`src/rtl/vram_arbiter_pkg.sv`:
```
// Shared constants for the VRAM arbiter: geometry of the VRAM and the
// 3-bit encodings of the arbiter FSM states.
package vram_arbiter_pkg;

    localparam int VRAM_ADDR_W = 9;
    localparam int VRAM_DATA_W = 32;

    localparam logic [2:0] ST_IDLE    = 3'd0;
    localparam logic [2:0] ST_VGA_RD  = 3'd1;
    localparam logic [2:0] ST_VGA_CAP = 3'd2;
    localparam logic [2:0] ST_CPU_RD  = 3'd3;
    localparam logic [2:0] ST_CPU_CAP = 3'd4;
    localparam logic [2:0] ST_CPU_WR  = 3'd5;

endpackage

```
`src/rtl/vram_arbiter_starve_cnt.sv`:
```
// Saturating starvation counter. Counts arbitration rounds that a waiting
// CPU request has lost; sat tells the arbiter the CPU must win next time.
module vram_arbiter_starve_cnt #(
    parameter int LIMIT = 8
) (
    input  logic clk,
    input  logic reset,
    input  logic inc,
    input  logic clr,
    output logic sat
);

    localparam int CNT_W = (LIMIT < 1) ? 1 : $clog2(LIMIT + 1);
    localparam logic [CNT_W-1:0] LIMIT_V = CNT_W'(LIMIT);

    logic [CNT_W-1:0] count;

    // Clear has priority over increment; the count stops at LIMIT.
    always_ff @(posedge clk or posedge reset) begin
        if (reset) begin
            count <= '0;
        end else if (clr) begin
            count <= '0;
        end else if (inc && (count != LIMIT_V)) begin
            count <= count + 1'b1;
        end
    end

    assign sat = (count == LIMIT_V);

endmodule

```
`src/rtl/vram_arbiter.sv`:
```
// Arbiter sharing a single-port synchronous VRAM between VGA scan-out
// (priority, keeps vga_data loaded with the word at vga_addr) and a CPU
// req/ack port. A starvation counter bounds how long the CPU can wait.
module vram_arbiter
    import vram_arbiter_pkg::*;
#(
    parameter int ADDR_W       = VRAM_ADDR_W,
    parameter int DATA_W       = VRAM_DATA_W,
    parameter int STARVE_LIMIT = 8
) (
    input  logic              clk,
    input  logic              reset,
    input  logic [ADDR_W-1:0] vga_addr,
    output logic [DATA_W-1:0] vga_data,
    input  logic              cpu_req,
    input  logic              cpu_we,
    input  logic [ADDR_W-1:0] cpu_addr,
    input  logic [DATA_W-1:0] cpu_wdata,
    output logic              cpu_ack,
    output logic [DATA_W-1:0] cpu_rdata,
    output logic              ram_en,
    output logic              ram_we,
    output logic [ADDR_W-1:0] ram_addr,
    output logic [DATA_W-1:0] ram_wdata,
    input  logic [DATA_W-1:0] ram_dout
);

    logic [2:0]        state;
    logic [2:0]        next_state;
    logic [ADDR_W-1:0] lat_addr;
    logic [DATA_W-1:0] lat_wdata;
    logic [ADDR_W-1:0] last_addr;
    logic              last_valid;

    logic in_idle;
    logic vga_pend;
    logic cpu_vis;
    logic starve_sat;
    logic vga_win;
    logic cpu_grant;

    // The displayed word is stale if never fetched or the scan address moved.
    assign vga_pend  = !last_valid || (vga_addr != last_addr);
    // Masking with cpu_ack keeps a held request from being granted twice.
    assign cpu_vis   = cpu_req && !cpu_ack;
    assign in_idle   = (state == ST_IDLE);
    assign vga_win   = vga_pend && !(cpu_vis && starve_sat);
    assign cpu_grant = !vga_win && cpu_vis;

    vram_arbiter_starve_cnt #(
        .LIMIT (STARVE_LIMIT)
    ) u_starve_cnt (
        .clk   (clk),
        .reset (reset),
        .inc   (in_idle && cpu_vis && vga_win),
        .clr   (!cpu_req || (in_idle && cpu_grant)),
        .sat   (starve_sat)
    );

    // Next-state selection; only IDLE arbitrates, the other states just sequence.
    always_comb begin
        next_state = state;
        case (state)
            ST_IDLE: begin
                if (vga_win) begin
                    next_state = ST_VGA_RD;
                end else if (cpu_vis) begin
                    next_state = cpu_we ? ST_CPU_WR : ST_CPU_RD;
                end
            end
            ST_VGA_RD:  next_state = ST_VGA_CAP;
            ST_VGA_CAP: next_state = ST_IDLE;
            ST_CPU_RD:  next_state = ST_CPU_CAP;
            ST_CPU_CAP: next_state = ST_IDLE;
            ST_CPU_WR:  next_state = ST_IDLE;
            default:    next_state = ST_IDLE;
        endcase
    end

    // State register.
    always_ff @(posedge clk or posedge reset) begin
        if (reset) begin
            state <= ST_IDLE;
        end else begin
            state <= next_state;
        end
    end

    // Request latches, read-data capture, ack pulse and display-word tracking.
    always_ff @(posedge clk or posedge reset) begin
        if (reset) begin
            lat_addr   <= '0;
            lat_wdata  <= '0;
            last_addr  <= '0;
            last_valid <= 1'b0;
            vga_data   <= '0;
            cpu_rdata  <= '0;
            cpu_ack    <= 1'b0;
        end else begin
            cpu_ack <= 1'b0;
            case (state)
                ST_IDLE: begin
                    if (vga_win) begin
                        lat_addr <= vga_addr;
                    end else if (cpu_vis) begin
                        lat_addr  <= cpu_addr;
                        lat_wdata <= cpu_wdata;
                    end
                end
                ST_VGA_CAP: begin
                    vga_data   <= ram_dout;
                    last_addr  <= lat_addr;
                    last_valid <= 1'b1;
                end
                ST_CPU_CAP: begin
                    cpu_rdata <= ram_dout;
                    cpu_ack   <= 1'b1;
                end
                ST_CPU_WR: begin
                    cpu_ack <= 1'b1;
                    if (lat_addr == last_addr) begin
                        last_valid <= 1'b0;
                    end
                end
                default: begin
                end
            endcase
        end
    end

    // VRAM port decode; idle whenever no access state is active, so reset drops it at once.
    always_comb begin
        ram_en    = 1'b0;
        ram_we    = 1'b0;
        ram_addr  = '0;
        ram_wdata = '0;
        case (state)
            ST_VGA_RD, ST_CPU_RD: begin
                ram_en   = 1'b1;
                ram_addr = lat_addr;
            end
            ST_CPU_WR: begin
                ram_en    = 1'b1;
                ram_we    = 1'b1;
                ram_addr  = lat_addr;
                ram_wdata = lat_wdata;
            end
            default: begin
            end
        endcase
    end

endmodule
```
`config.mk`:
```
export PLATFORM = sky130hd
export DESIGN_NAME = vram_arbiter
export DESIGN_NICKNAME = d
export VERILOG_FILES = /design/src/rtl/vram_arbiter_pkg.sv /design/src/rtl/vram_arbiter_starve_cnt.sv /design/src/rtl/vram_arbiter.sv
export SDC_FILE = /design/constraint.sdc
export NUM_CORES = 1
export LEC_CHECK = 0
export CORE_MARGIN = 2
export CORE_UTILIZATION = 39
export CTS_CLUSTER_DIAMETER = 60
export DETAILED_ROUTE_END_ITERATION = 10
export PLACE_DENSITY = 0.71
export SLEW_MARGIN = 20
export SYNTH_ARGS = -nofsm -noshare
export SYNTH_HDL_FRONTEND = slang
export SYNTH_SLANG_ARGS = --single-unit
```
`constraint.sdc`:
```
create_clock -name clk -period 6.1 [get_ports clk]
set_input_delay 1.525 -clock clk [delete_from_list [all_inputs] [get_ports clk]]
set_output_delay 1.525 -clock clk [all_outputs]
set_load 0.01 [all_outputs]
```
== Yosys cells after proc, flatten, opt, wreduce, memory -nomap -nowiden ==
Cells that the tools add are included.

* Bits in registers: 123
* Output and inout port bits: 108

* Equal/unequal tests: 11
* Bitwise gates (word level): 1
* Reduce and logical (&&, ||, !) cells: 24
* Muxes and demuxes: 15
* Add/sub/neg operators: 1

{| class="wikitable"
|+ Operator list
! cell !! count
|-
| 2-to-1 mux 32 bit || 1
|-
| 2-to-1 mux 9 bit || 3
|-
| equality test 9 bit || 1
|-
| 2-to-1 mux 3 bit || 3
|-
| != test 9 bit || 1
|-
| case mux 3 bit (3 select lines) || 1
|-
| logical AND 1 bit || 8
|-
| 2-to-1 mux 4 bit || 2
|-
| equality test 3 x 2 -> 1 bit (second input constant) || 2
|-
| equality test 3 bit (second input constant) || 2
|-
| nonzero test 2 bit || 3
|-
| zero test 1 bit || 5
|-
| adder 4 x 1 -> 4 bit (second input constant) || 1
|-
| equality test 4 bit (second input constant) || 1
|-
| 2-to-1 mux 1 bit || 4
|-
| != test 4 bit (second input constant) || 1
|-
| AND reduction 2 bit || 2
|-
| equality test 3 x 1 -> 1 bit (second input constant) || 1
|-
| zero test 3 bit || 1
|-
| != test 3 x 1 -> 1 bit (second input constant) || 1
|-
| AND reduction 3 bit || 1
|-
| OR reduction 3 bit || 1
|-
| logical OR 1 bit || 2
|-
| != test 2 bit (second input constant) || 1
|-
| 3 further kinds || 3
|}

== Longest topological paths before layout ==
Gate-level depths: netlist of run 1.

* Depth after elaboration: 10
* Mapped depth: 9
* Depth with buffers taken out: 7

== Hierarchy ==
A second synthesis of run 1 with hierarchy kept.

* Cells, all modules: 404
* Area total of the unflattened synthesis: 5,486.5 um^2

{| class="wikitable"
|+ Modules (own cells, without submodules)
! module !! cells each !! area each (um^2) !! times used
|-
| vram_arbiter || 379 || 5,250.0 || 1
|-
| vram_arbiter_starve_cnt || 25 || 236.5 || 1
|}

== Worst setup path after synthesis of run 1 ==
No wires, ideal clock.

* Kind: in2reg
* Start point: input port vga_addr[2]
* End point: register lat_addr[0]
* Required time: 5.976 ns
* Arrival: 2.820 ns
* Stages: 7
* Buffers on the path: 2
* Library setup time: 0.124 ns
* Slack: 3.156 ns
* Cells stage by stage: xnor2_1 > nand4_1 > or4_4 > buf_6 > and2_4 > buf_6 > a2bb2oi_1

* Longest elaborated chain between the ends: 5
* Elaborated cells between the ends (all ways): 6
* Classes of those cells: eq/ne (1); mux (1); reduce/logical (4)

{| class="wikitable"
|+ RTL lines
! item !! line !! RTL
|-
| start: declaration || vram_arbiter.sv:13 || <nowiki>input logic [ADDR_W-1:0] vga_addr,</nowiki>
|-
| != test 9 bit * || vram_arbiter.sv:43 || <nowiki>assign vga_pend = !last_valid || (vga_addr != last_addr);</nowiki>
|-
| logical OR 1 bit * || vram_arbiter.sv:43 ||
|-
| logical AND 1 bit * || vram_arbiter.sv:47 || <nowiki>assign vga_win = vga_pend && !(cpu_vis && starve_sat);</nowiki>
|-
| nonzero test 2 bit (no line) || - ||
|-
| AND reduction 2 bit (no line) || - ||
|-
| end signal: assignment || vram_arbiter.sv:104 || <nowiki>lat_addr <= vga_addr;</nowiki>
|-
| end signal: assignment || vram_arbiter.sv:106 || <nowiki>lat_addr <= cpu_addr;</nowiki>
|-
| end: declaration || vram_arbiter.sv:30 || <nowiki>logic [ADDR_W-1:0] lat_addr;</nowiki>
|}

Every way passes the cells marked *; elsewhere a longest branch is shown, timed or not.
A chain may end at the register's enable or synchronous reset.

== Worst setup path after layout of run 1 ==
* Start point: register state[0]
* End point: output port ram_addr[5]

* Longest elaborated chain between the ends: 3
* Elaborated cells between the ends (all ways): 5
* Classes of those cells: eq/ne (3); mux (1); reduce/logical (1)

{| class="wikitable"
|+ RTL lines
! item !! line !! RTL
|-
| start: declaration || vram_arbiter.sv:28 || <nowiki>logic [2:0] state;</nowiki>
|-
| start signal: assignment || vram_arbiter.sv:85 || <nowiki>state <= next_state;</nowiki>
|-
| equality test 3 bit (tied with other cells) || vram_arbiter.sv:137 || <nowiki>case (state)</nowiki>
|-
| OR reduction 3 bit (no line) * || - ||
|-
| 2-to-1 mux 9 bit * || vram_arbiter.sv:137 ||
|-
| end: declaration || vram_arbiter.sv:23 || <nowiki>output logic [ADDR_W-1:0] ram_addr,</nowiki>
|}

Marked as above.

==> results_dict.tcl, run 1 <==
set metrics [dict create \
    hold_violations 0 \
    first_iter_violations 180 \
    via_per_inst 5.04 \
    ys_warn_count 0 \
    fin_nets 684 \
    status "finished, final reports clean" \
    finalMaxSlewViolations 0 \
    peakVddDrop_v 0.000294 \
    die_x_um 123 \
    power_density_nw_per_um2 476 \
    insertion_delay_ns 0.40 \
    ant_nets 0 \
    critPathMaxStageDelay_ns 1.03 \
    ys_seq_elements 123 \
    hold_path.class "reg -> reg" \
    grt_usage_pct 18.4 \
    synth_cell_type_count 43 \
    path_class "reg -> out" \
    final_cell_mix "clkdlybuf4s50_1 (193), dfrtp_1 (123), mux2_2 (102)" \
    holdBufCountCts 0 \
    cts_resized 0 \
    ys_seq_area_share_pct 56.2 \
    syn_avg_cell_area_sq_um 13.4 \
    rsz0062_at_grt "no" \
    io_pins 194 \
    dpl.hpwl_um 9460 \
    grt_antenna_before_repair 0 \
    worstSetupEndpointType "output pin" \
    cts_setup_buffers 0 \
    setup_tns_ns 0 \
    cts_tree "yes" \
    sequentialPowerShare_pct 35.0 \
    final_common_cell "clkdlybuf4s50_1" \
    start_util_pct 39.8 \
    cts.path.max_buffers 2 \
    num_vias 3969 \
    path_max_fanout 40 \
    gp_congestion 0.796 \
    hold_slack_ns 0.494 \
    drt-total-wl_um 13500 \
    drt_first_pass_iters 4 \
    die_area_sq_um 15000 \
    min_from "lat_wdata[24]$_DFFE_PP0P_" \
    crit_arrival_ns 2.91 \
    wl_per_cell_um 17.1 \
    switching_power_mw 1.13 \
    syn_area_sq_um 5480 \
    path_cells "a21boi_1 -> and2_1 -> clkdlybuf4s50_1" \
    remaining_drc_errors 0 \
    path_buf_inv 1 \
    grt_start_max_net_pins 91 \
    startpoint_type "register" \
    clock-sinks 123 \
    p_int_mw 2.76 \
    max_freq_ghz 0.226 \
    maxCapViolCount 0 \
    cts_buffers 17 \
    p_leak_nw 3.56 \
    tightest_slew_ns 1.06 \
    port_buffers 193 \
    drive_above_1_share_pct 25.4 \
    cts.clk_slew.worst_paths_ns 0.05 \
    crit_family "flip-flops" \
    fin_crit_sh_pct 72.7 \
    p_clk_share_pct 27.9 \
    gr-total-overflow 0 \
    crit_start "state[0]$_DFFE_PP0P_" \
    fp.dieH_um 123 \
    p_sw_share_pct 29.0 \
    post-route-min-period_ns 4.43 \
    syn-num-nets 496 \
    max_slew_margin_pct 29.3 \
    cp_slowest_cell "dfrtp_1" \
    area_delta_synth_final_pct 49.2 \
    htree_levels 4 \
    synth_cells 408 \
    pwr-share-comb_pct 37.1 \
    grt_pass1_vias 4276 \
    rows 43 \
    rr_startpoint "state[0]$_DFFE_PP0P_" \
    fp.coreArea_sq_um 13800 \
    clock_skew_ns 0.00560 \
    critical_path_required_ns 4.58 \
    grt_first_pass_wirelength_um 21300 \
    clockRootBuffer "clkbuf_16" \
    diodes 0 \
    setup_viol 0 \
]
[logic make-up (layout without fill, tap and decap cells)]
logic type / after synthesis / in the layout / share of synthesized area, %
XOR/XNOR: 18 / 18 / 2.88
AND/OR/NAND/NOR: 76 / 76 / 8.93
multiplexers: 105 / 105 / 21.6
adder cells (fa/ha/maj): 2 / 2 / 0.457
flip-flops: 123 / 123 / 56.2
AO/OA/AOI/OAI: 42 / 42 / 6.05
buffers and inverters: 42 / 241 / 3.88
[registers in the layout (all words and copies together) (netlist names)]
| signal | count |
|---|---|
| cpu_ack | 1 |
| lat_addr | 9 |
| last_addr | 9 |
| u_starve_cnt.count | 4 |
| last_valid | 1 |
| lat_wdata | 32 |
| cpu_rdata | 32 |
| vga_data | 32 |
| state | 3 |
[path summary, 6_finish.rpt]
check | to | slack [ns] | cells past startpoint
max | ram_addr[5] | 1.67 | 3
min | lat_wdata[24]$_DFFE_PP0P_ | 0.49 | 1
max reg2reg | u_starve_cnt.count[2]$_DFFE_PP0P_ | 3.33 | 5
min reg2reg | lat_wdata[24]$_DFFE_PP0P_ | 0.49 | 1
max in group asynchronous | vga_data[9]$_DFFE_PP0P_ | 3.48 | 3
min in group asynchronous | cpu_rdata[6]$_DFFE_PP0N_ | 1.67 | 2
[area by class of cell]
type | instances | area [sq um]
clock inverter | 8 | 165
fill | 1123 | 5600
sequential | 123 | 3080
inverter | 15 | 61.3
tap | 180 | 225
timing repair buffer | 196 | 1950
clock buffer | 22 | 474
multi-input combinational | 243 | 2210
[metrics by stage]
stage               power, mW  worst slack (ns)  std cells  cell area (sq um)  utilization (%)
finish                   3.89              1.67        787               8170             59.3
global route             4.10              1.45        787               8170             59.3
CTS                      3.94              1.61        787               8160             59.2
detailed placement       2.83              2.06        757               7520             54.6
global placement         2.79              2.12        757               7520             54.6
floorplan                2.10              1.30        408               5480                -
[power by group through the flow]
| stage | Sequential [mW] | Combinational (mW) | Clock [mW] |
|---|---|---|---|
| after global routing | 1.41 | 1.55 | 1.14 |
| after global placement | 1.35 | 1.43 | 0 |
| after floorplan | 1.40 | 0.699 | 0 |
| after detailed placement | 1.37 | 1.45 | 0 |
| after CTS | 1.37 | 1.46 | 1.11 |
| final | 1.36 | 1.44 | 1.09 |
[routing by layer]
layer	GRT usage (%)	up-vias	share of wire, %
met3	7.34	22	9.4
li1	-	1840	-
met2	30.4	153	49
met5	0	-	0
met1	21.1	1954	39
met4	8.12	0	2.1
[cell usage after synthesis (all sizes together)]
| library cell | instances | area (sq um) |
|---|---|---|
| a2bb2oi | 9 | 78.8 |
| clkbuf | 11 | 42.5 |
| and2b | 2 | 16.3 |
| xnor2 | 16 | 140 |
| dfrtp | 123 | 3080 |
| nand2 | 6 | 22.5 |
| o211a | 1 | 10.0 |
| or4b | 1 | 10.0 |
| nor2b | 1 | 6.26 |
| o31ai | 1 | 7.51 |
| a211oi | 4 | 30.0 |
| or3 | 2 | 12.5 |
| nor2 | 2 | 7.51 |
| nand4 | 7 | 43.8 |
| ha | 2 | 25.0 |
| o22ai | 1 | 6.26 |
| or2 | 1 | 6.26 |
| o311a | 9 | 101 |
| and3 | 32 | 200 |
| or4 | 3 | 26.3 |
| inv | 15 | 56.3 |
| and2 | 13 | 83.8 |
| o21ai | 14 | 73.8 |
| nand3 | 2 | 10.0 |
| a21boi | 1 | 7.51 |
| nor3b | 1 | 12.5 |
| xor2 | 2 | 17.5 |
| o41ai | 1 | 8.76 |
| a21o | 1 | 7.51 |
| mux2 | 105 | 1180 |
| buf | 16 | 114 |
| nor3 | 3 | 31.3 |
Power figures use the tool's default switching activity.
==> run 2, diff against run 1 <==
==> constraint.sdc (replaced) <==
create_clock -name clk -period 4.6 [get_ports clk]
set_input_delay 1.15 -clock clk [delete_from_list [all_inputs] [get_ports clk]]
set_output_delay 1.15 -clock clk [all_outputs]
set_load 0.01 [all_outputs]
==> run 2 against run 1 <==
Compared with the run above:
- die area did not move
- critical path type unchanged
- sequential cell count did not move
- cell area fell by 0.66%
- clock-buffer cell count fell by 1
- utilization fell by 0.39 points
- worst hold slack barely moved
- first-iteration DRC count fell by 25%
- global-route usage rose by 0.22 points
- largest power group unchanged
- register-to-register slack got worse by 1.6 ns
- critical endpoint is now ram_wdata[5]
- clock skew barely moved
- setup slack got worse by 0.83 ns
==> results_dict.tcl, run 2 (synthesis gave the netlist of run 1 again) <==
set metrics [dict create \
    finalMaxSlewViolations 0 \
    grt_usage_pct 18.6 \
    critPathMaxStageDelay_ns 0.82 \
    max_slew_margin_pct 33.0 \
    area_delta_synth_final_pct 48.2 \
    rows 43 \
    clock_skew_ns 0.00586 \
    r2r_setup_slack_ns 1.74 \
    status "finished, final reports clean" \
    setup_viol 0 \
    gr-total-overflow 0 \
    clock-sinks 123 \
    pwr-share-comb_pct 39.5 \
    path_max_fanout 35 \
    wl_per_cell_um 17.0 \
    die_area_sq_um 15000 \
    io_pins 194 \
    path_cells "and2b_1 -> and3_1 -> clkdlybuf4s50_1" \
    drt-total-wl_um 13500 \
    fp.dieH_um 123 \
    stdcell_count 792 \
    critical_path_required_ns 3.45 \
    cts_tree "yes" \
    start_util_pct 39.8 \
    rr_startpoint "state[2]$_DFFE_PP0P_" \
    grt_antenna_before_repair 0 \
    hold_violations 0 \
    placed_cells 761 \
    path_class "reg -> out" \
    power_density_nw_per_um2 614 \
    num_vias 3976 \
    reg2regPathDepth 3 \
    holdBufCountCts 0 \
    tightest_slew_ns 1.00 \
    diodes 0 \
    cp_slowest_cell "and2b_1" \
    final_common_cell "clkdlybuf4s50_1" \
    hold_path.class "reg -> reg" \
    final_area_sq_um 8120 \
    grt_start_max_net_pins 65 \
    final_cell_mix "clkdlybuf4s50_1 (193), dfrtp_1 (123), mux2_2 (102)" \
    die_x_um 123 \
    largestRegisters "cpu_rdata x32, lat_wdata x32, vga_data x32" \
    grt_first_pass_wirelength_um 21600 \
    clockRootBuffer "clkbuf_16" \
    insertion_delay_ns 0.41 \
    p_leak_nw 3.54 \
    rsz0062_at_grt "no" \
    maxCapViolCount 0 \
    fp.coreArea_sq_um 13800 \
    drt_first_pass_iters 4 \
    port_buffers 193 \
    gp_congestion 0.794 \
    max_freq_ghz 0.266 \
    min_delay_path_depth 1 \
    fin_crit_sh_pct 81.7 \
    remaining_drc_errors 0 \
    hold_slack_ns 0.494 \
    htree_levels 4 \
    first_iter_violations 135 \
    power.total_mw 4.98 \
    p_sw_share_pct 30.6 \
    cts_setup_buffers 0 \
    cts.path.max_buffers 2 \
    dpl.hpwl_um 9350 \
    worstSetupEndpointType "output pin" \
    sequentialPowerShare_pct 35.5 \
    ant_nets 0 \
    min_from "lat_wdata[18]$_DFFE_PP0P_" \
    whs_endpoint "lat_wdata[18]$_DFFE_PP0P_" \
    num-fill-cells 1122 \
    cts.clk_slew.worst_paths_ns 0.05 \
    fin_nets 688 \
    crit_start "state[2]$_DFFE_PP0P_" \
    p_clk_share_pct 25.1 \
    rr_endpoint "cpu_rdata[7]$_DFFE_PP0N_" \
    cts_buffers 17 \
    placed_area_sq_um 7550 \
    startpoint_type "register" \
    drive_above_1_share_pct 26.1 \
    post-route-min-period_ns 3.76 \
    peakVddDrop_v 0.000463 \
    p_int_mw 3.45 \
    setup_tns_ns 0 \
    via_per_inst 5.02 \
    cts_resized 0 \
    grt_pass1_vias 4266 \
    switching_power_mw 1.53 \
    crit_arrival_ns 2.61 \
]
## run 2: how the worst max path moves through the flow
stage	to	depth (start not counted)
2_1_floorplan	cpu_ack$_DFF_PP0_	1
3_3_place_gp	ram_we	3
3_5_place_dp	ram_we	3
4_1_cts	ram_we	3
5_1_grt	ram_we	3
6_report	ram_wdata[5]	3
## run 2: worst max-delay path, delay by kind of cell (launching register included)
family | cells | cell delay [ns]
AND/OR/NAND/NOR | 2 | 1.12
buffers and inverters | 1 | 0.55
flip-flops | 1 | 0.52
## run 2: per-layer routing
metal  routed length (um)  part of all wire [%]  vias to the layer above  GRT usage [%]
met5                    0                     0                        -              0
met4                   82                  0.61                        0           4.67
met3                 1150                   8.5                        4           8.41
met2                 6720                    50                      128           30.8
met1                 5520                    41                     1989           22.2
li1                     -                     -                     1855              -
## run 2: final cells by class
type                            instances  area, sq um  area share [%]
Sequential cell                       123         3080            37.9
Clock inverter                         10         93.8            1.16
Timing Repair Buffer                  200         1980            24.5
Tap cell                              180          225            2.78
Inverter                               15         58.8           0.725
Multi-Input combinational cell        243         2200            27.2
Clock buffer                           21          470            5.80
## run 2: power groups by stage
stage	logic (mW)	clock network, mW	registers (mW)
5_1_grt	2.10	1.33	1.82
6_report	1.97	1.25	1.77
3_5_place_dp	1.98	0	1.78
2_1_floorplan	0.926	0	1.85
4_1_cts	1.99	1.27	1.77
3_3_place_gp	1.95	0	1.75
## run 2: per-stage QoR
| step | worst slack (ns) | util (%) |
|---|---|---|
| floorplan | 0.179 | - |
| global placement | 1.37 | 54.8 |
| detailed placement | 1.28 | 54.8 |
| CTS | 0.835 | 58.9 |
| global route | 0.655 | 58.9 |
| finish | 0.840 | 58.9 |
